--- src/rtl/key_pkg.sv ---
// Shared definitions for the key debounce channels: per-channel FSM state encoding.
package key_pkg;

  localparam int unsigned STATE_W = 2;

  typedef enum logic [STATE_W-1:0] {
    IDLE      = 2'd0,
    WAIT_DOWN = 2'd1,
    DOWN      = 2'd2,
    WAIT_UP   = 2'd3
  } key_state_t;

endpackage

--- src/rtl/key_debounce_array_if.sv ---
// Key pins in, debounced per-channel events out.
// key_repeat is only driven active when the design is built with KEY_REPEAT_EN.
interface key_debounce_array_if #(
  parameter int unsigned N_KEYS = 4
);

  logic [N_KEYS-1:0] key_in;
  logic [N_KEYS-1:0] press_down;
  logic [N_KEYS-1:0] press_up;
  logic [N_KEYS-1:0] key_level;
  logic [N_KEYS-1:0] key_repeat;

  modport master (
    output key_in,
    input  press_down,
    input  press_up,
    input  key_level,
    input  key_repeat
  );

  modport slave (
    input  key_in,
    output press_down,
    output press_up,
    output key_level,
    output key_repeat
  );

endinterface

--- src/rtl/key_debounce_ch.sv ---
// One key channel: synchroniser, polarity normalisation, counter debounce FSM.
// Build with KEY_REPEAT_EN to add the hold-to-repeat pulse generator.
module key_debounce_ch
  import key_pkg::*;
#(
  parameter int unsigned DEBOUNCE_CYC  = 100000,
  parameter int unsigned SYNC_STAGES   = 2,
  parameter int unsigned ACTIVE_LOW    = 1,
  parameter int unsigned REPEAT_DELAY  = 50000000,
  parameter int unsigned REPEAT_PERIOD = 10000000
) (
  input  logic clk,
  input  logic rst,
  input  logic key_in,
  output logic press_down,
  output logic press_up,
  output logic key_level,
  output logic key_repeat
);

  localparam int unsigned     CNT_W    = $clog2(DEBOUNCE_CYC);
  localparam logic [CNT_W-1:0] CNT_LAST = CNT_W'(DEBOUNCE_CYC - 1);
  localparam logic            RELEASED = (ACTIVE_LOW != 0);

  if (DEBOUNCE_CYC < 2 || SYNC_STAGES < 2 || REPEAT_DELAY < 1 || REPEAT_PERIOD < 1) begin : g_bad_cfg
    $error("key_debounce_ch: unsupported parameter set");
  end

  // Reset loads the released level so leaving reset never looks like an edge.
  logic [SYNC_STAGES-1:0] sync_q;
  logic                   pressed;

  always_ff @(posedge clk) begin
    if (rst) begin
      sync_q <= {SYNC_STAGES{RELEASED}};
    end else begin
      sync_q <= {sync_q[SYNC_STAGES-2:0], key_in};
    end
  end

  assign pressed = sync_q[SYNC_STAGES-1] ^ RELEASED;

  key_state_t       state_q;
  logic [CNT_W-1:0] cnt_q;

  always_ff @(posedge clk) begin
    if (rst) begin
      state_q    <= IDLE;
      cnt_q      <= '0;
      press_down <= 1'b0;
      press_up   <= 1'b0;
      key_level  <= 1'b0;
    end else begin
      press_down <= 1'b0;
      press_up   <= 1'b0;
      case (state_q)
        IDLE: begin
          if (pressed) begin
            state_q <= WAIT_DOWN;
            cnt_q   <= '0;
          end
        end
        WAIT_DOWN: begin
          if (!pressed) begin
            state_q <= IDLE;
          end else if (cnt_q == CNT_LAST) begin
            state_q    <= DOWN;
            press_down <= 1'b1;
            key_level  <= 1'b1;
          end else begin
            cnt_q <= cnt_q + CNT_W'(1);
          end
        end
        DOWN: begin
          if (!pressed) begin
            state_q <= WAIT_UP;
            cnt_q   <= '0;
          end
        end
        WAIT_UP: begin
          if (pressed) begin
            state_q <= DOWN;
          end else if (cnt_q == CNT_LAST) begin
            state_q   <= IDLE;
            press_up  <= 1'b1;
            key_level <= 1'b0;
          end else begin
            cnt_q <= cnt_q + CNT_W'(1);
          end
        end
        default: begin
          state_q   <= IDLE;
          cnt_q     <= '0;
          key_level <= 1'b0;
        end
      endcase
    end
  end

`ifdef KEY_REPEAT_EN
  localparam int unsigned HOLD_MAX = (REPEAT_DELAY > REPEAT_PERIOD) ? REPEAT_DELAY : REPEAT_PERIOD;
  localparam int unsigned HOLD_W   = (HOLD_MAX > 1) ? $clog2(HOLD_MAX) : 1;

  logic [HOLD_W-1:0] hold_q;
  logic [HOLD_W-1:0] hold_target;
  logic              rep_phase_q;

  // First repeat after REPEAT_DELAY held cycles, then one every REPEAT_PERIOD.
  assign hold_target = rep_phase_q ? HOLD_W'(REPEAT_PERIOD - 1) : HOLD_W'(REPEAT_DELAY - 1);

  always_ff @(posedge clk) begin
    if (rst) begin
      hold_q      <= '0;
      rep_phase_q <= 1'b0;
      key_repeat  <= 1'b0;
    end else begin
      key_repeat <= 1'b0;
      if (state_q == DOWN && pressed) begin
        if (hold_q == hold_target) begin
          hold_q      <= '0;
          rep_phase_q <= 1'b1;
          key_repeat  <= 1'b1;
        end else begin
          hold_q <= hold_q + HOLD_W'(1);
        end
      end else begin
        hold_q      <= '0;
        rep_phase_q <= 1'b0;
      end
    end
  end
`else
  assign key_repeat = 1'b0;
`endif

endmodule

--- src/rtl/key_debounce_array.sv ---
// N independent debounced key channels behind one interface.
// KEY_REPEAT_EN enables per-channel hold-to-repeat pulses; the port list is the same either way.
module key_debounce_array #(
  parameter int unsigned N_KEYS        = 4,
  parameter int unsigned DEBOUNCE_CYC  = 100000,
  parameter int unsigned SYNC_STAGES   = 2,
  parameter int unsigned ACTIVE_LOW    = 1,
  parameter int unsigned REPEAT_DELAY  = 50000000,
  parameter int unsigned REPEAT_PERIOD = 10000000
) (
  input logic                 clk,
  input logic                 rst,
  key_debounce_array_if.slave kif
);

  logic [N_KEYS-1:0] press_down;
  logic [N_KEYS-1:0] press_up;
  logic [N_KEYS-1:0] key_level;
  logic [N_KEYS-1:0] key_repeat;

  for (genvar i = 0; i < N_KEYS; i++) begin : g_ch
    key_debounce_ch #(
      .DEBOUNCE_CYC (DEBOUNCE_CYC),
      .SYNC_STAGES  (SYNC_STAGES),
      .ACTIVE_LOW   (ACTIVE_LOW),
      .REPEAT_DELAY (REPEAT_DELAY),
      .REPEAT_PERIOD(REPEAT_PERIOD)
    ) u_ch (
      .clk       (clk),
      .rst       (rst),
      .key_in    (kif.key_in[i]),
      .press_down(press_down[i]),
      .press_up  (press_up[i]),
      .key_level (key_level[i]),
      .key_repeat(key_repeat[i])
    );
  end

  assign kif.press_down = press_down;
  assign kif.press_up   = press_up;
  assign kif.key_level  = key_level;
  assign kif.key_repeat = key_repeat;

endmodule

--- src/flat_wrapper.sv ---
// flat-port wrapper written by rule: the top's interface ports become plain ports
module key_debounce_array_flat 
#(
  parameter int unsigned N_KEYS        = 4,
  parameter int unsigned DEBOUNCE_CYC  = 100000,
  parameter int unsigned SYNC_STAGES   = 2,
  parameter int unsigned ACTIVE_LOW    = 1,
  parameter int unsigned REPEAT_DELAY  = 50000000,
  parameter int unsigned REPEAT_PERIOD = 10000000
)
  (clk, rst, kif_key_in, kif_press_down, kif_press_up, kif_key_level, kif_key_repeat);
  key_debounce_array_if #(.N_KEYS(N_KEYS)) kif_i ();
  input logic clk;
  input logic rst;
  input wire logic [$bits(kif_i.key_in)-1:0] kif_key_in;
  output wire logic [$bits(kif_i.press_down)-1:0] kif_press_down;
  output wire logic [$bits(kif_i.press_up)-1:0] kif_press_up;
  output wire logic [$bits(kif_i.key_level)-1:0] kif_key_level;
  output wire logic [$bits(kif_i.key_repeat)-1:0] kif_key_repeat;
  assign kif_i.key_in = kif_key_in;
  assign kif_press_down = kif_i.press_down;
  assign kif_press_up = kif_i.press_up;
  assign kif_key_level = kif_i.key_level;
  assign kif_key_repeat = kif_i.key_repeat;
  key_debounce_array #(.N_KEYS(N_KEYS), .DEBOUNCE_CYC(DEBOUNCE_CYC), .SYNC_STAGES(SYNC_STAGES), .ACTIVE_LOW(ACTIVE_LOW), .REPEAT_DELAY(REPEAT_DELAY), .REPEAT_PERIOD(REPEAT_PERIOD)) u_core (.clk(clk), .rst(rst), .kif(kif_i));
endmodule
--- config.mk ---
export PLATFORM = sky130hd
export DESIGN_NAME = key_debounce_array_flat
export DESIGN_NICKNAME = d
export VERILOG_FILES = /design/src/rtl/key_pkg.sv /design/src/rtl/key_debounce_array_if.sv /design/src/rtl/key_debounce_ch.sv /design/src/rtl/key_debounce_array.sv /design/src/flat_wrapper.sv
export SDC_FILE = /design/constraint.sdc
export NUM_CORES = 1
export LEC_CHECK = 0
export ABC_AREA = 1
export BUFFER_PORTS_ARGS = -buffer_cell sky130_fd_sc_hd__clkbuf_2
export CORE_UTILIZATION = 45
export CTS_BUF_LIST = sky130_fd_sc_hd__clkbuf_4
export DETAILED_ROUTE_END_ITERATION = 8
export PLACE_DENSITY = 0.6
export SLEW_MARGIN = 30
export SYNTH_ARGS = -nofsm -noshare
export SYNTH_HDL_FRONTEND = slang
export SYNTH_SLANG_ARGS = --single-unit
--- constraint.sdc ---
create_clock -name clk -period 2.2 [get_ports clk]
set_clock_uncertainty 0.1 [all_clocks]
set_input_delay 0 -clock clk [delete_from_list [all_inputs] [get_ports clk]]
set_output_delay 0 -clock clk [all_outputs]
set_load 0.01 [all_outputs]
# Word level (Yosys, flattened, before mapping)
# Cells that the tools add are included.
# W data, S select, Z words.
[word_totals]
inputBits = 6
word_cells = 192
ff_bits = 96
out_inout_bits = 16
[op_classes]
n_mux = 76
n_reduce_logical = 28
eq_ne = 48
n_addsub = 4
bitwise_logic = 12
[ops]
columns = ["cell", "count"]
rows = [
  ["$mux W17", 20],
  ["$pmux W17 S4", 4],
  ["$add A17 B1 Y17 const B", 4],
  ["$eq A17 B17 Y1 const B", 4],
  ["$mux W2", 24],
  ["$ne A2 B2 Y1 const B", 24],
  ["$pmux W2 S4", 4],
  ["$reduce_and A4 Y1", 8],
  ["$ne A3 B3 Y1 const B", 8],
  ["$reduce_or A3 Y1", 8],
  ["$mux W1", 20],
  ["$reduce_and A5 Y1", 4],
  ["$eq A2 B2 Y1 const B", 8],
  ["$not A1 Y1", 12],
  ["$eq A2 B1 Y1 const B", 4],
  ["$logic_not A2 Y1", 4],
  ["$pmux W1 S2", 4],
  ["$reduce_bool A2 Y1", 4],
]

# Depth between registers and ports, before layout
[depth]
ltp_word = 4
ltp_mapped = 11
ltp_nobuf = 11

# Hierarchy
# From an unflattened synthesis, not the netlist that was laid out.
[hier_totals]
hier_cells = 964
area_unflattened_um2 = 6015.8
[modules_own_cells]
columns = ["module", "n_inst", "seq_area_each_um2", "cells_each", "area_each_um2"]
rows = [
  ["key_debounce_ch", 4, 480.5, 241, 1503.9],
]

# Worst setup path after synthesis
# Ideal clock, no wire load.
[synth_path]
path_type = "register -> register"
from = "register u_core.g_ch[0].u_ch.cnt_q[0]"
to = "register u_core.g_ch[0].u_ch.key_level"
path_stages_with_launch = 8
setup_time_ps = 120
setup_slack_ps = 583
arrival_ps = 1397
required_ps = 1980
synth_period_minus_slack_ps = 1617
n_path_buf = 1
cell_sequence = "dfxtp_1 > ha_1 > nand2_1 > nor2_1 > nand3_2 > buf_2 > o211ai_1 > nand2_1"
[synth_via]
elab_chain_len = 3
elab_cells_between_ends = 4
cone_classes = "eq/ne: 3; reduce/logical: 1"
[synth_rtl]
columns = ["element", "line", "source"]
rows = [
  ["start, declared", "key_debounce_ch.sv:44", "logic [CNT_W-1:0] cnt_q;"],
  ["start signal, assigned", "key_debounce_ch.sv:71", "cnt_q <= cnt_q + CNT_W'(1);"],
  ["start signal, assigned", "key_debounce_ch.sv:88", "cnt_q <= cnt_q + CNT_W'(1);"],
  ["$eq A17 B17 Y1 *", "key_debounce_ch.sv:66, key_debounce_ch.sv:83", ""],
  ["$ne A2 B2 Y1 (no source line)", "n/a", ""],
  ["$reduce_and A5 Y1 (no source line) *", "n/a", ""],
  ["end signal, assigned", "key_debounce_ch.sv:69", "key_level <= 1'b1;"],
  ["end signal, assigned", "key_debounce_ch.sv:86", "key_level <= 1'b0;"],
  ["end signal, assigned", "key_debounce_ch.sv:94", "key_level <= 1'b0;"],
  ["end, declared", "key_debounce_ch.sv:17", "output logic key_level,"],
]
# Every way passes the cells marked *; elsewhere a longest branch is shown, timed or not.
# A chain may end at the register's enable or synchronous reset.

# Worst setup path after layout
[layout_path]
from = "register u_core.g_ch[3].u_ch.cnt_q[0]"
to = "register u_core.g_ch[3].u_ch.cnt_q[13]"
[layout_via]
elab_chain_len = 4
elab_cells_between_ends = 6
cone_classes = "add/sub: 1; eq/ne: 1; mux: 4"
[layout_rtl]
columns = ["element", "line", "source"]
rows = [
  ["start, declared", "key_debounce_ch.sv:44", ""],
  ["start signal, assigned", "key_debounce_ch.sv:71", ""],
  ["start signal, assigned", "key_debounce_ch.sv:88", ""],
  ["$add A17 B1 Y17 / $eq A17 B17 Y1 (equally long branches)", "n/a", ""],
  ["$mux W17 *", "key_debounce_ch.sv:66, key_debounce_ch.sv:83", ""],
  ["$mux W17 (on tied branches)", "key_debounce_ch.sv:81, key_debounce_ch.sv:64", ""],
  ["$pmux W17 S4 *", "key_debounce_ch.sv:56", "case (state_q)"],
]
# Every way passes the cells marked *; elsewhere a longest branch is shown, timed or not. The select of a mux whose other input is x is not followed.

==> results_dict.tcl <==
set metrics [dict create \
    status "complete, no violations" \
    synth_edf_count 0 \
    finalSetupViolCount 0 \
    cts_tree "done" \
    finalWeightedCongestion 0.8526 \
    finalHoldWorstSlack_ns 0.1477 \
    synth_top_area_share_pct 34.68 \
    grt_first_pass_wirelength_um 20780 \
    drt-wirelength-per-cell_um 12.23 \
    syn2layout_area_growth_pct 5.080 \
    postRouteWirelength_um 12390 \
    coreArea_mm2 0.01201 \
    netlist_top_cells_area "dfxtp_1, nand2_1, nor2_1" \
    cts_root_buf "clkbuf_4" \
    rsz0062_at_grt "no" \
    clkTransAtPathRegs_ns 0.15 \
    grt_use_total_pct 20.03 \
    period_needed_ns 1.992 \
    p_leak_nw 2.206 \
    clockBufferDepth 2 \
    powerDensity_mw_per_mm2 506.1 \
    diodes 0 \
    yosys.area.top_type "dfxtp_1" \
    dieArea_mm2 0.01276 \
    async_flop_share_pct 0 \
    start_util_pct 46.14 \
    nets 872 \
    hold_viol 0 \
    ant_nets 0 \
    rows 40 \
    port_buffers 17 \
    crit_arrival_ns 2.24 \
    antenna_found_initial 0 \
    synth_warnings 0 \
    maxSlewHeadroom_pct 60.73 \
    ys_ff_latch 96 \
    hold_path_class "in2reg" \
    peakVddDrop_mv 0.3142 \
    period_share_pct 90.56 \
    cts.htree.levels 3 \
    setup_ws_ns 0.2077 \
    required_ns 2.44 \
    synth_area_mm2 0.005542 \
    synthFlopType "dfxtp_1" \
    ys_seq_area_share_pct 34.68 \
    worstSetupPathType "reg2reg" \
    grt_start_max_net_pins 55 \
    dp_hpwl_um 8975 \
    cts_buffers 9 \
    synthMostInstantiatedCell "nand2_1" \
    total_power_mw 2.947 \
    gr-total-overflow 0 \
    die_w_um 113.0 \
    synth_cell_types 37 \
    syn-mean-instance-area_um2 6.474 \
    drive_gt1_share_pct 9.353 \
    fin_setup_tns_ns 0 \
    via_count 5152 \
    synth_common_cells "nand2_1, nor2_1, inv_1, dfxtp_1, nand3_1" \
    finalMaxSlewViolations 0 \
    drv_cap 0 \
    cp-start-kind "flop" \
    n_fill_cell 1272 \
    die_y_um 113.0 \
    worstPathMaxFanout 16 \
    clock_latency_ns 0.46 \
    drcViolationCount 0 \
    pre_cts_slack_ns 0.2343 \
    dr.pass1.iters 5 \
    worst_setup_path_end_kind "flop" \
    cts.sinks 96 \
    cts_setup_buffers 0 \
    tightest_slew_ns 0.5890 \
    syn_inst 856 \
    max_freq_mhz 501.9 \
    vias_per_cell 5.086 \
    drtIter0Drc 380 \
    grt_pass1_vias 4635 \
    io_pins 22 \
]
registers in the layout, summed over array words and instances, names as in the netlist, named ones only:
| signal | cells |
|---|---|
| u_core.g_ch.u_ch.key_level | 4 |
| u_core.g_ch.u_ch.press_up | 4 |
| u_core.g_ch.u_ch.sync_q | 8 |
| u_core.g_ch.u_ch.cnt_q | 68 |
| u_core.g_ch.u_ch.press_down | 4 |
| u_core.g_ch.u_ch.state_q | 4 |
report_power, final:
part           switching [mW]  total (mW)  leakage (nW)  internal, mW
clock network           0.598        1.05        0.0794         0.451
registers             0.00787        1.76         0.775          1.75
logic                  0.0980       0.140          1.35        0.0417
total                   0.704        2.95          2.21          2.24
cells in the final DEF, fill, tap and decap left out, drive strengths merged, types with 8 or more instances in the layout:
master,n
a21oi,42
buf,10
clkbuf,26
dfxtp,96
inv,108
nand2,207
nand3,88
nand4,36
nor2,162
nor3,15
o21ai,19
o21bai,8
or2,8
xor2,8
cell families after synthesis:
kind of cell	Yosys count	share of synthesized area, %
DFF	96	34.68
other	1	0.06767
xor gates and xnor gates	13	2.326
and+or+nand+nor	520	42.22
AOI/OAI and AO/OA	74	7.496
buffers and inverters	148	12.31
adders and majority gates	4	0.9032
routing by layer:
| metal | GRT usage, % | up-vias | part of all wire, % |
|---|---|---|---|
| met1 | 25.79 | 2307 | 49 |
| met5 | 0 | - | 0 |
| met4 | 6.754 | 0 | 1.5 |
| li1 | - | 2724 | - |
| met2 | 32.72 | 106 | 46 |
| met3 | 5.142 | 15 | 3.7 |
area by class of cell:
cell class | instances | area (um2) | share of cell area (%)
clock buffers | 9 | 67.56 | 1.160
clock inverters | 6 | 85.08 | 1.461
inverters | 108 | 405.4 | 6.962
multi-input cells | 615 | 2949 | 50.64
flip-flops and latches | 96 | 1922 | 33.00
well taps | 147 | 183.9 | 3.159
repair buffers | 32 | 210.2 | 3.610
worst max-delay path, stage by stage, from the launching register on:
cell and delay, ns:
dfxtp_1 0.40, ha_1 0.21, nand2_1 0.11, nor2_4 0.22, nand3_4 0.13, nand2_4 0.17, nand2_1 0.28, nand2_1 0.16
a21oi_1 0.07
through the flow:
step	instance area [um2]	util (%)	instances
global route	5823	48.48	1013
floorplan	5553	-	859
CTS	5823	48.48	1013
finish	5823	48.48	1013
global placement	5620	46.79	993
detailed placement	5620	46.79	993
repair_timing:
| item | CTS | global route |
|---|---|---|
| gates resized for setup | 0 | 0 |
| endpoints found under the hold margin | 12 | 0 |
| hold buffers | 5 | 0 |
final timing paths:
check / from / endpoint / slack (ns) / cells past startpoint
worst min register to register: u_core.g_ch[2].u_ch.sync_q[0] / u_core.g_ch[2].u_ch.sync_q[1] / 0.34 / 1
worst max-delay path: u_core.g_ch[3].u_ch.cnt_q[0] / u_core.g_ch[3].u_ch.cnt_q[13] / 0.21 / 8
worst min-delay path: kif_key_in[1] / u_core.g_ch[1].u_ch.sync_q[0] / 0.15 / 3
worst max register to register: u_core.g_ch[3].u_ch.cnt_q[0] / u_core.g_ch[3].u_ch.cnt_q[13] / 0.21 / 8
Note: power is estimated with default switching activity, not from simulation.
